File: config.mk
export PLATFORM = sky130hd
export DESIGN_NAME = paddle_tracker
export DESIGN_NICKNAME = d
export VERILOG_FILES = /design/src/rtl/paddle_pkg.sv /design/src/rtl/paddle_tracker_moving_avg.sv /design/src/rtl/paddle_tracker.sv
export SDC_FILE = /design/constraint.sdc
export NUM_CORES = 1
export LEC_CHECK = 0
export BUFFER_PORTS_ARGS = -buffer_cell sky130_fd_sc_hd__buf_2
export CAP_MARGIN = 20
export CORE_MARGIN = 4
export CORE_UTILIZATION = 35
export DETAILED_ROUTE_END_ITERATION = 10
export PLACE_DENSITY_LB_ADDON = 0.15
export SLEW_MARGIN = 25
export SYNTH_ARGS = -nofsm -noshare
export SYNTH_HDL_FRONTEND = slang
export SYNTH_SLANG_ARGS = --single-unit
File: constraint.sdc
create_clock -name clk -period 4.9 [get_ports clk]
set_input_delay 0.98 -clock clk [delete_from_list [all_inputs] [get_ports clk]]
set_output_delay 0.98 -clock clk [all_outputs]
set_load 0.03 [all_outputs]
File: src/rtl/paddle_pkg.sv
// paddle_pkg: shared FSM encoding and default constants for the paddle tracker
package paddle_pkg;

    localparam int POT_W        = 8;
    localparam int POS_W        = 10;
    localparam int DEF_DEADZONE = 41;
    localparam int DEF_MAX_POS  = 430;
    localparam int DEF_AVG_LOG2 = 2;
    localparam int DEF_MAX_STEP = 8;

    typedef enum logic [3:0] {
        IDLE   = 4'b0001,
        FILTER = 4'b0010,
        SCALE  = 4'b0100,
        SLEW   = 4'b1000
    } state_t;

endpackage

File: src/rtl/paddle_tracker_moving_avg.sv
// moving_avg: running-sum moving average over 2^LOG2 samples
//   clk, reset (async, active-high), load (commit sample), sample,
//   avg (sum >> LOG2), done (one-cycle pulse the cycle after a load)
module moving_avg
    import paddle_pkg::*;
#(
    parameter int W    = POT_W,
    parameter int LOG2 = DEF_AVG_LOG2
) (
    input  logic         clk,
    input  logic         reset,
    input  logic         load,
    input  logic [W-1:0] sample,
    output logic [W-1:0] avg,
    output logic         done
);

    localparam int N  = 1 << LOG2;
    localparam int SW = W + LOG2;

    logic [W-1:0]    r_buf [N];
    logic [LOG2-1:0] r_wp;
    logic [SW-1:0]   r_sum;
    logic            r_primed;
    logic            r_done;

    always_ff @(posedge clk or posedge reset) begin
        if (reset) begin
            for (int i = 0; i < N; i++) r_buf[i] <= '0;
            r_wp     <= '0;
            r_sum    <= '0;
            r_primed <= 1'b0;
            r_done   <= 1'b0;
        end else begin
            r_done <= load;
            if (load) begin
                if (!r_primed) begin
                    // first sample fills the window so the average starts settled
                    for (int i = 0; i < N; i++) r_buf[i] <= sample;
                    r_sum    <= SW'(sample) << LOG2;
                    r_primed <= 1'b1;
                end else begin
                    r_sum       <= r_sum - SW'(r_buf[r_wp]) + SW'(sample);
                    r_buf[r_wp] <= sample;
                    r_wp        <= r_wp + 1'b1;
                end
            end
        end
    end

    assign avg  = W'(r_sum >> LOG2);
    assign done = r_done;

endmodule

File: src/rtl/paddle_tracker.sv
// paddle_tracker: conditions a raw pot reading into a clamped paddle Y position
//   clk, reset (async, active-high), tick (update strobe), pot_value (raw 8-bit),
//   pos_y (10-bit position), pos_valid (update pulse), busy, moving
//   Build option PADDLE_TRACKER_SLEW_EN limits each update to MAX_STEP pixels.
module paddle_tracker
    import paddle_pkg::*;
#(
    parameter int DEADZONE = DEF_DEADZONE,
    parameter int MAX_POS  = DEF_MAX_POS,
`ifdef PADDLE_TRACKER_SLEW_EN
    parameter int MAX_STEP = DEF_MAX_STEP,
`endif
    parameter int AVG_LOG2 = DEF_AVG_LOG2
) (
    input  logic             clk,
    input  logic             reset,
    input  logic             tick,
    input  logic [POT_W-1:0] pot_value,
    output logic [POS_W-1:0] pos_y,
    output logic             pos_valid,
    output logic             busy,
    output logic             moving
);

    state_t           r_state, w_next;
    logic             w_load;
    logic [POT_W-1:0] r_sample;
    logic [POT_W-1:0] w_avg;
    logic             w_done;
    logic [POS_W-1:0] w_scaled;
    logic [POS_W-1:0] w_off;
    logic [POS_W-1:0] w_target;
    logic [POS_W-1:0] r_target;
    logic [POS_W-1:0] w_new;
    logic [POS_W-1:0] r_pos_y;
    logic             r_pos_valid;
    logic             r_moving;

    moving_avg #(.W(POT_W), .LOG2(AVG_LOG2)) u_avg (
        .clk    (clk),
        .reset  (reset),
        .load   (w_load),
        .sample (r_sample),
        .avg    (w_avg),
        .done   (w_done)
    );

    always_ff @(posedge clk or posedge reset) begin
        if (reset) r_state <= IDLE;
        else       r_state <= w_next;
    end

    always_comb begin
        w_next = r_state;
        w_load = 1'b0;
        case (r_state)
            IDLE:    w_next = tick ? FILTER : IDLE;
            FILTER:  begin
                w_load = 1'b1;
                w_next = SCALE;
            end
            SCALE:   w_next = SLEW;
            SLEW:    w_next = IDLE;
            default: w_next = IDLE;
        endcase
    end

    // avg*2 spans 0..510, stretching the pot range over the screen
    assign w_scaled = POS_W'({w_avg, 1'b0});
    assign w_off    = w_scaled - POS_W'(DEADZONE);
    assign w_target = (w_scaled < POS_W'(DEADZONE)) ? '0 :
                      (w_off > POS_W'(MAX_POS))     ? POS_W'(MAX_POS) : w_off;

`ifdef PADDLE_TRACKER_SLEW_EN
    logic             w_up;
    logic [POS_W-1:0] w_diff;
    always_comb begin
        w_up   = r_target > r_pos_y;
        w_diff = w_up ? r_target - r_pos_y : r_pos_y - r_target;
        w_new  = (w_diff <= POS_W'(MAX_STEP)) ? r_target :
                 w_up ? r_pos_y + POS_W'(MAX_STEP) : r_pos_y - POS_W'(MAX_STEP);
    end
`else
    assign w_new = r_target;
`endif

    always_ff @(posedge clk or posedge reset) begin
        if (reset) begin
            r_sample    <= '0;
            r_target    <= '0;
            r_pos_y     <= '0;
            r_pos_valid <= 1'b0;
            r_moving    <= 1'b0;
        end else begin
            r_pos_valid <= 1'b0;
            if (r_state == IDLE && tick) r_sample <= pot_value;
            if (r_state == SCALE && w_done) r_target <= w_target;
            if (r_state == SLEW) begin
                r_pos_y     <= w_new;
                r_pos_valid <= 1'b1;
                r_moving    <= w_new != r_pos_y;
            end
        end
    end

    assign busy      = r_state != IDLE;
    assign pos_y     = r_pos_y;
    assign pos_valid = r_pos_valid;
    assign moving    = r_moving;

endmodule

# ---- Word-level counts from Yosys, hierarchy flattened
# Cells that the tools add are included.
# Widths: inputs -> output; s select.
dict set report op_classes {
  div_mod_pow 0
  magnitude_cmp 4
  n_reduce_logical 4
  n_eq_ne 6
  n_bitwise 1
  n_mux 14
  n_mul 0
  add_sub_neg 4
  shift 0
}
# op n
set ops {}
lappend ops {{$bwmux 32} 1}
lappend ops {{$mux 32} 1}
lappend ops {{$mux 10} 3}
lappend ops {{$mux 8} 3}
lappend ops {{$bmux 8 s2} 1}
lappend ops {{$demux 8 s2} 1}
lappend ops {{$pmux 4 s3} 1}
lappend ops {{$add 10x8->10} 1}
lappend ops {{$gt 10x9->1 const B} 1}
lappend ops {{$ne 10x10->1} 1}
lappend ops {{$sub 10x8->10} 1}
lappend ops {{$sub 9x6->10 const B} 1}
lappend ops {{$lt 9x6->1 const B} 1}
lappend ops {{$eq 4x1->1 const B} 1}
lappend ops {{$eq 4x2->1 const B} 1}
lappend ops {{$eq 4x3->1 const B} 1}
lappend ops {{$eq 4x4->1 const B} 1}
lappend ops {{$ne 4x1->1 const B} 1}
lappend ops {{$ge 3x3->1 const B} 1}
lappend ops {{$logic_and 1x1->1} 3}
lappend ops {{$lt 3x1->1 const B} 1}
lappend ops {{$not 2->3} 1}
lappend ops {{$add 2x1->2 const B} 1}
lappend ops {{$mux 1} 2}
lappend ops {{other kinds (2)} 2}
dict set report totals {
  ram_bits 0
  output_inout_bits 13
  regBits 80
  mem_bits_ro 0
  wordCells 47
  latch_bits 0
  n_memories 0
}

# ---- Longest topological paths before layout
# Gate-level depths: netlist (run 1).
dict set report logic_depth {
  ltp_word 7
  depth_mapped 11
  mapped_depth_nobuf 10
}

# ---- Modules after synthesis
# Synthesis (run 1) repeated with hierarchy kept, for this count alone.
dict set report unflattened {
  cells_unflattened 433
  hier_area_um2 4519.3
}
# module n_inst area_per_inst_um2 seq_area_each_um2 cells_per_inst
set by_module_without_submodules {}
lappend by_module_without_submodules {moving_avg 1 2690.1 1151.1 270}
lappend by_module_without_submodules {paddle_tracker 1 1829.3 852.1 163}

# ---- Worst setup path before layout (run 1)
# Ideal clock, no wire load.
dict set report synth_timing {
  path_type {register to register}
  from {reg u_avg.r_wp[0]}
  to {reg u_avg.r_sum[6]}
  t_arrival_ns 3.105
  path_buffers 1
  setup_slack_ns 1.671
  period_less_slack_ns 3.229
  setup_ns 0.124
  path_stages_with_launch 11
  path_cell_list {dfrtp_1 -> buf_2 -> mux4_2 -> fa_1 -> inv_1 -> fa_1 -> a211oi_1 -> o21ai_0 -> a21oi_1 -> mux2i_1 -> a211o_1}
}
dict set report synth_between {
  elab_chain_cells 7
}
# element line
set synth_lines {}
lappend synth_lines {{start: declaration} paddle_tracker_moving_avg.sv:22} ;# logic [LOG2-1:0] r_wp;
lappend synth_lines {{start signal: assignment} paddle_tracker_moving_avg.sv:45} ;# r_wp <= r_wp + 1'b1;
lappend synth_lines {{$not 2->3 (implied by the code)} paddle_tracker_moving_avg.sv:43} ;# r_sum <= r_sum - SW'(r_buf[r_wp]) + SW'(sample);
lappend synth_lines {{$bmux 8 s2} paddle_tracker_moving_avg.sv:43}
lappend synth_lines {{$mux 8 (implied by the code) (2 in series)} paddle_tracker_moving_avg.sv:43}
lappend synth_lines {{$sub 10x8->10} paddle_tracker_moving_avg.sv:43}
lappend synth_lines {{$add 10x8->10} paddle_tracker_moving_avg.sv:43}
lappend synth_lines {{$mux 10} paddle_tracker_moving_avg.sv:37} ;# if (!r_primed) begin
lappend synth_lines {{end signal: assignment} paddle_tracker_moving_avg.sv:40} ;# r_sum <= SW'(sample) << LOG2;
lappend synth_lines {{end signal: assignment} paddle_tracker_moving_avg.sv:43}
lappend synth_lines {{end: declaration} paddle_tracker_moving_avg.sv:23} ;# logic [SW-1:0] r_sum;
# Every way passes these cells. The select of a mux whose other input is x is not followed.
# A chain may end at the register's enable or synchronous reset.

# ---- Worst setup path after layout (run 1)
# Ends and elaborated chain as after synthesis.

==> results.cfg, run 1 <==
[floorplan]
die_h_um = 119.9
die_area_mm2 = 0.01438
io_pins = 24
fp.coreArea_mm2 = 0.01216
row_count = 40
initial_core_util = 0.3606
die-width_um = 119.9

[placed_design]
io_buffers = 23
hpwl_mm = 6.821
gp_congestion = 0.8564

[finish]
multi_input_area_mm2 = 0.002158
layout.nets = 477
final_common_cell = dfrtp_1
antennaDiodeCount = 0
fillers = 1204
seq_area_mm2 = 0.001978
syn2layout_area_growth_pct = 12.78
drive_gt1_frac = 0.1928
post-route-util = 0.4067
most-common-layout-cells = dfrtp_1, o21ai_0, nand2_1, inv_1, buf_2

[critical_path]
critPathRequiredTime_ns = 5.13
critPathMaxStageDelay_ns = 0.76
crit_fanout = 12
path_cells = mux4_2 > fa_1 > inv_1 > fa_1 > a211oi_1 > o21ai_0 > a21oi_1 > mux2i_1 > a211o_1
worstSetupPathType = flop to flop
crit_family = adder cells
rrSetupSlack_ns = 1.33
arrival_ns = 3.81
slowest_stage = dfrtp_1
timing.critical_path.buf_inv = 1
end_kind = flop
cp_common_cell = fa_1
critPathLaunchType = flop

[clock_network]
htree_num_levels = 3
cts-root-buf = clkbuf_16
cts_resized = 0
cts_made_buffers = 9
clk_pin_slew_ns = 0.06
postCtsSetupRepairBufs = 0
holdBufCountCts = 0
clock_path_buffers = 2
cts_num_sinks = 79
cts_tree = yes
insertion_delay_ns = 0.35

[routing]
route.vias.total = 3067
routedWlPerCell_um = 15.50
dr.pass1.iters = 4
drc_errors = 0
vias_per_cell = 4.995
drtAntennaViolNets = 0
routed_wl_mm = 9.519
drt_iter0_drc = 146

[yosys]
synth-main-ff-cell = dfrtp_1
synth_fp_nets = 458
synth_area_mm2 = 0.004385
synthDistinctLibCells = 62
yosysWarnings = 0
async_reset_ff_frac = 1.000
syn-instance-count = 422
ys_seq_elements = 79
avgSynthCellArea_um2 = 10.39
yosysSeqAreaShare = 0.4511
synth-edff-count = 0

[grt]
antenna_found_initial = 0
grt_pass1_wl_mm = 16.72
grt.total_usage = 0.1477
grt_pass1_vias = 3241
grt_overflow_total = 0
grt_max_degree = 59

[sta]
finalHoldViolations = 0
slew_headroom = 0.5212
drv_slew = 0
maxClockFrequency_mhz = 280.0
min_period_over_period = 0.7288
fin_tns_setup_ns = 0
rsz0062_at_grt = no
finalSetupViolations = 0
period_needed_ns = 3.571
hold_ws_ns = 0.4768
clock_skew_ns = 0.005714
worst_slew_pin_slew_ns = 0.7174

[worst_hold_path]
hold_class = flop to flop

[status]
status = finished clean

[run]
max-cap-violations = 0
==> final cells by class <==
type	count	area share
Clock inverter	4	0.005818
Sequential cell	79	0.4000
Multi-Input combinational cell	281	0.4364
Clock buffer	12	0.05388
Tap cell	168	0.04250
Inverter	45	0.03516
Timing Repair Buffer	25	0.02631
==> metrics by stage <==
step / setup WS [ns] / instance area, um^2 / cells
floorplan: 1.671 / 4385 / 422
global placement: 1.330 / 4632 / 598
detailed placement: 1.296 / 4643 / 598
CTS: 1.289 / 4938 / 614
global route: 1.071 / 4946 / 614
finish: 1.329 / 4946 / 614
==> cells in the mapped netlist, types with 4 or more instances <==
library cell  instances  share of area
a21oi_1              12          0.014
buf_2                 5         0.0057
clkbuf_1              7         0.0060
dfrtp_1              78           0.45
fa_1                  8          0.037
ha_1                 17          0.049
inv_1                44          0.038
mux2_2               16          0.041
mux4_2                8          0.041
nand2_1              53          0.045
nand3_1               9          0.010
nor2_1                7         0.0060
nor3_1                4         0.0046
o211ai_1              5         0.0086
o21ai_0              53          0.060
o21ai_1               8         0.0091
o221ai_1              4         0.0080
xnor2_1              11          0.022
xor2_1                6          0.012
==> path summary, 6_finish.rpt <==
| check | cells after the start | from | endpoint |
|---|---|---|---|
| worst max register to register | 9 | u_avg.r_wp[0] | u_avg.r_sum[6] |
| worst max-delay path | 9 | u_avg.r_wp[0] | u_avg.r_sum[6] |
| worst min-delay path | 2 | u_avg.r_buf[28] | u_avg.r_buf[28] |
| worst min register to register | 2 | u_avg.r_buf[28] | u_avg.r_buf[28] |
| min in group asynchronous | 2 | reset | u_avg.r_sum[1] |
| max in group asynchronous | 3 | reset | r_target[1] |
==> logic make-up after synthesis <==
family	after synthesis	synth area share
muxes	27	0.08901
adders and majority gates	25	0.08502
DFF	79	0.4511
and+or+nand+nor	92	0.1016
AOI/OAI and AO/OA	120	0.1792
buffers and inverters	62	0.06020
xor gates and xnor gates	17	0.03395
==> routing by layer <==
metal,global-route usage,vias to the layer above,part of all wire
met3,0.03723,13,0.031
li1,-,1519,-
met4,0.05011,0,0.017
met5,0,-,0
met2,0.2420,41,0.48
met1,0.1906,1494,0.48
==> state kept, by name, summed over array words and instances (netlist names), 2 cells and up <==
register / flops
r_target: 10
u_avg.r_buf: 32
r_sample: 8
u_avg.r_sum: 10
u_avg.r_wp: 2
r_state: 4
pos_y: 10
==> worst register-to-register path: stages, from the launching register on <==
cell      delay, ns
dfrtp_1        0.76
mux4_2         0.60
fa_1           0.50
inv_1          0.07
fa_1           0.48
a211oi_1       0.35
o21ai_0        0.15
a21oi_1        0.20
mux2i_1        0.10
a211o_1        0.27
Power of run 1 is left out: the tool's default activity adds up to more than one toggle a clock period on the data nets, which glitch-free logic cannot reach.
==> inputs of run 2 (changes only) <==
==> constraint.sdc (replaced) <==
create_clock -name clk -period 3.7 [get_ports clk]
set_input_delay 0.74 -clock clk [delete_from_list [all_inputs] [get_ports clk]]
set_output_delay 0.74 -clock clk [all_outputs]
set_load 0.03 [all_outputs]
==> run 2 against run 1 <==
Compared with the run above: die area is the same; routed wire length grew 0.92%; design area hardly changed; critical path type unchanged; highest routed layer unchanged.
==> results.cfg, run 2 (synthesis results as in run 1) <==
[status]
status = finished clean

[finish]
top_register = u_avg.r_buf
largest_reg_flops = 32
final_cell_area_mm2 = 0.004942
layout.nets = 478
syn2layout_area_growth_pct = 12.70
final_common_cell = dfrtp_1
most-common-layout-cells = dfrtp_1, o21ai_0, nand2_1, inv_1, buf_2
antennaDiodeCount = 0
fin_cells = 615
drive_gt1_frac = 0.1924

[clock_network]
cts_made_buffers = 9
cts_num_sinks = 79
holdBufCountCts = 0
cts_tree = yes
htree_num_levels = 3
insertion_delay_ns = 0.34
postCtsSetupRepairBufs = 0
cts-root-buf = clkbuf_16
cts_resized = 0
clock_path_buffers = 2
clk_pin_slew_ns = 0.06

[sta]
fin_tns_setup_ns = 0
period_needed_ns = 3.441
worst_slew_pin_slew_ns = 0.7466
rsz0062_at_grt = no
finalHoldViolations = 0
hold_ws_ns = 0.4792
finalSetupViolations = 0
min_period_over_period = 0.9300
slew_headroom = 0.5022
drv_slew = 0
clock_skew_ns = 0.006821
maxClockFrequency_mhz = 290.6

[grt]
gr-usage-met1 = 0.1866
grt_pass1_wl_mm = 17.06
grt.total_usage = 0.1500
top_usage_layer = met2
grt_max_degree = 61
use_met3 = 0.04194
grt_overflow_total = 0
use_met2 = 0.2540
grt_pass1_vias = 3298
antenna_found_initial = 0

[critical_path]
arrival_ns = 3.67
worstSetupPathType = flop to flop
rr_startpoint = u_avg.r_wp[0]
crit_fanout = 8
end_kind = flop
r2r_cells = 9
critPathRequiredTime_ns = 3.93
critPathMaxStageDelay_ns = 0.62
slowest_stage = dfrtp_1
r2r-end = u_avg.r_sum[6]
critPathLaunchType = flop
cp_common_cell = fa_1
rrSetupSlack_ns = 0.26
path_cells = mux4_2 > fa_1 > inv_1 > fa_1 > a211oi_1 > o21ai_0 > a21oi_1 > mux2i_1 > a211o_1

[floorplan]
die-width_um = 119.9
row_count = 40
die_area_mm2 = 0.01438
fp.coreArea_mm2 = 0.01216
die_h_um = 119.9
io_pins = 24
initial_core_util = 0.3606

[worst_hold_path]
min_to = u_avg.r_buf[13]
worstHoldPathCells = 2
hold_class = flop to flop
min_from = u_avg.r_buf[13]

[routing]
routedWlPerCell_um = 15.62
vias_per_cell = 5.041
route.vias.total = 3100
routed_wl_mm = 9.607
drtAntennaViolNets = 0
drt_iter0_drc = 208
dr.pass1.iters = 4
drc_errors = 0

[placed_design]
placed_area_mm2 = 0.004639
hpwl_mm = 7.147
io_buffers = 23
dp.cells = 599
gp_congestion = 0.8248

[run]
max-cap-violations = 0
run 2: critical path: cells and delay by family, from the launching register on:
family,cells,cell delay (ns)
AO/OA/AOI/OAI,4,1.00
adder cells (fa/ha/maj),2,0.97
multiplexers,2,0.68
flip-flops,1,0.62
buffers and inverters,1,0.06
run 2: worst max-delay path by stage:
stage | cells past startpoint | end | start
after floorplan | 10 | u_avg.r_sum[6] | u_avg.r_wp[0]
after global placement | 9 | u_avg.r_sum[6] | u_avg.r_wp[0]
after detailed placement | 9 | u_avg.r_sum[6] | u_avg.r_wp[0]
after CTS | 9 | u_avg.r_sum[6] | u_avg.r_wp[0]
after global routing | 9 | u_avg.r_sum[6] | u_avg.r_wp[0]
final | 9 | u_avg.r_sum[6] | u_avg.r_wp[0]
run 2: final cells by class:
type / count / area, um^2
fill: 1210 / 7219
multi-input combinational: 281 / 2158
sequential: 79 / 1978
inverter: 45 / 171.4
timing repair buffer: 26 / 137.6
tap: 168 / 210.2
clock buffer: 12 / 256.5
clock inverter: 4 / 30.03
run 2: routing by layer:
layer | share of wire | routed length [um]
met1 | 0.46 | 4387
met2 | 0.49 | 4744
met3 | 0.035 | 334
met4 | 0.015 | 140
met5 | 0 | 0
run 2: stage by stage:
step                      worst slack, ns  utilization
after floorplan                    0.4713            -
after global placement             0.3209       0.3815
after detailed placement           0.2993       0.3815
after CTS                          0.2574       0.4050
after global routing              0.04173       0.4064
final                              0.2590       0.4064
Power of run 2 is left out for the same reason.
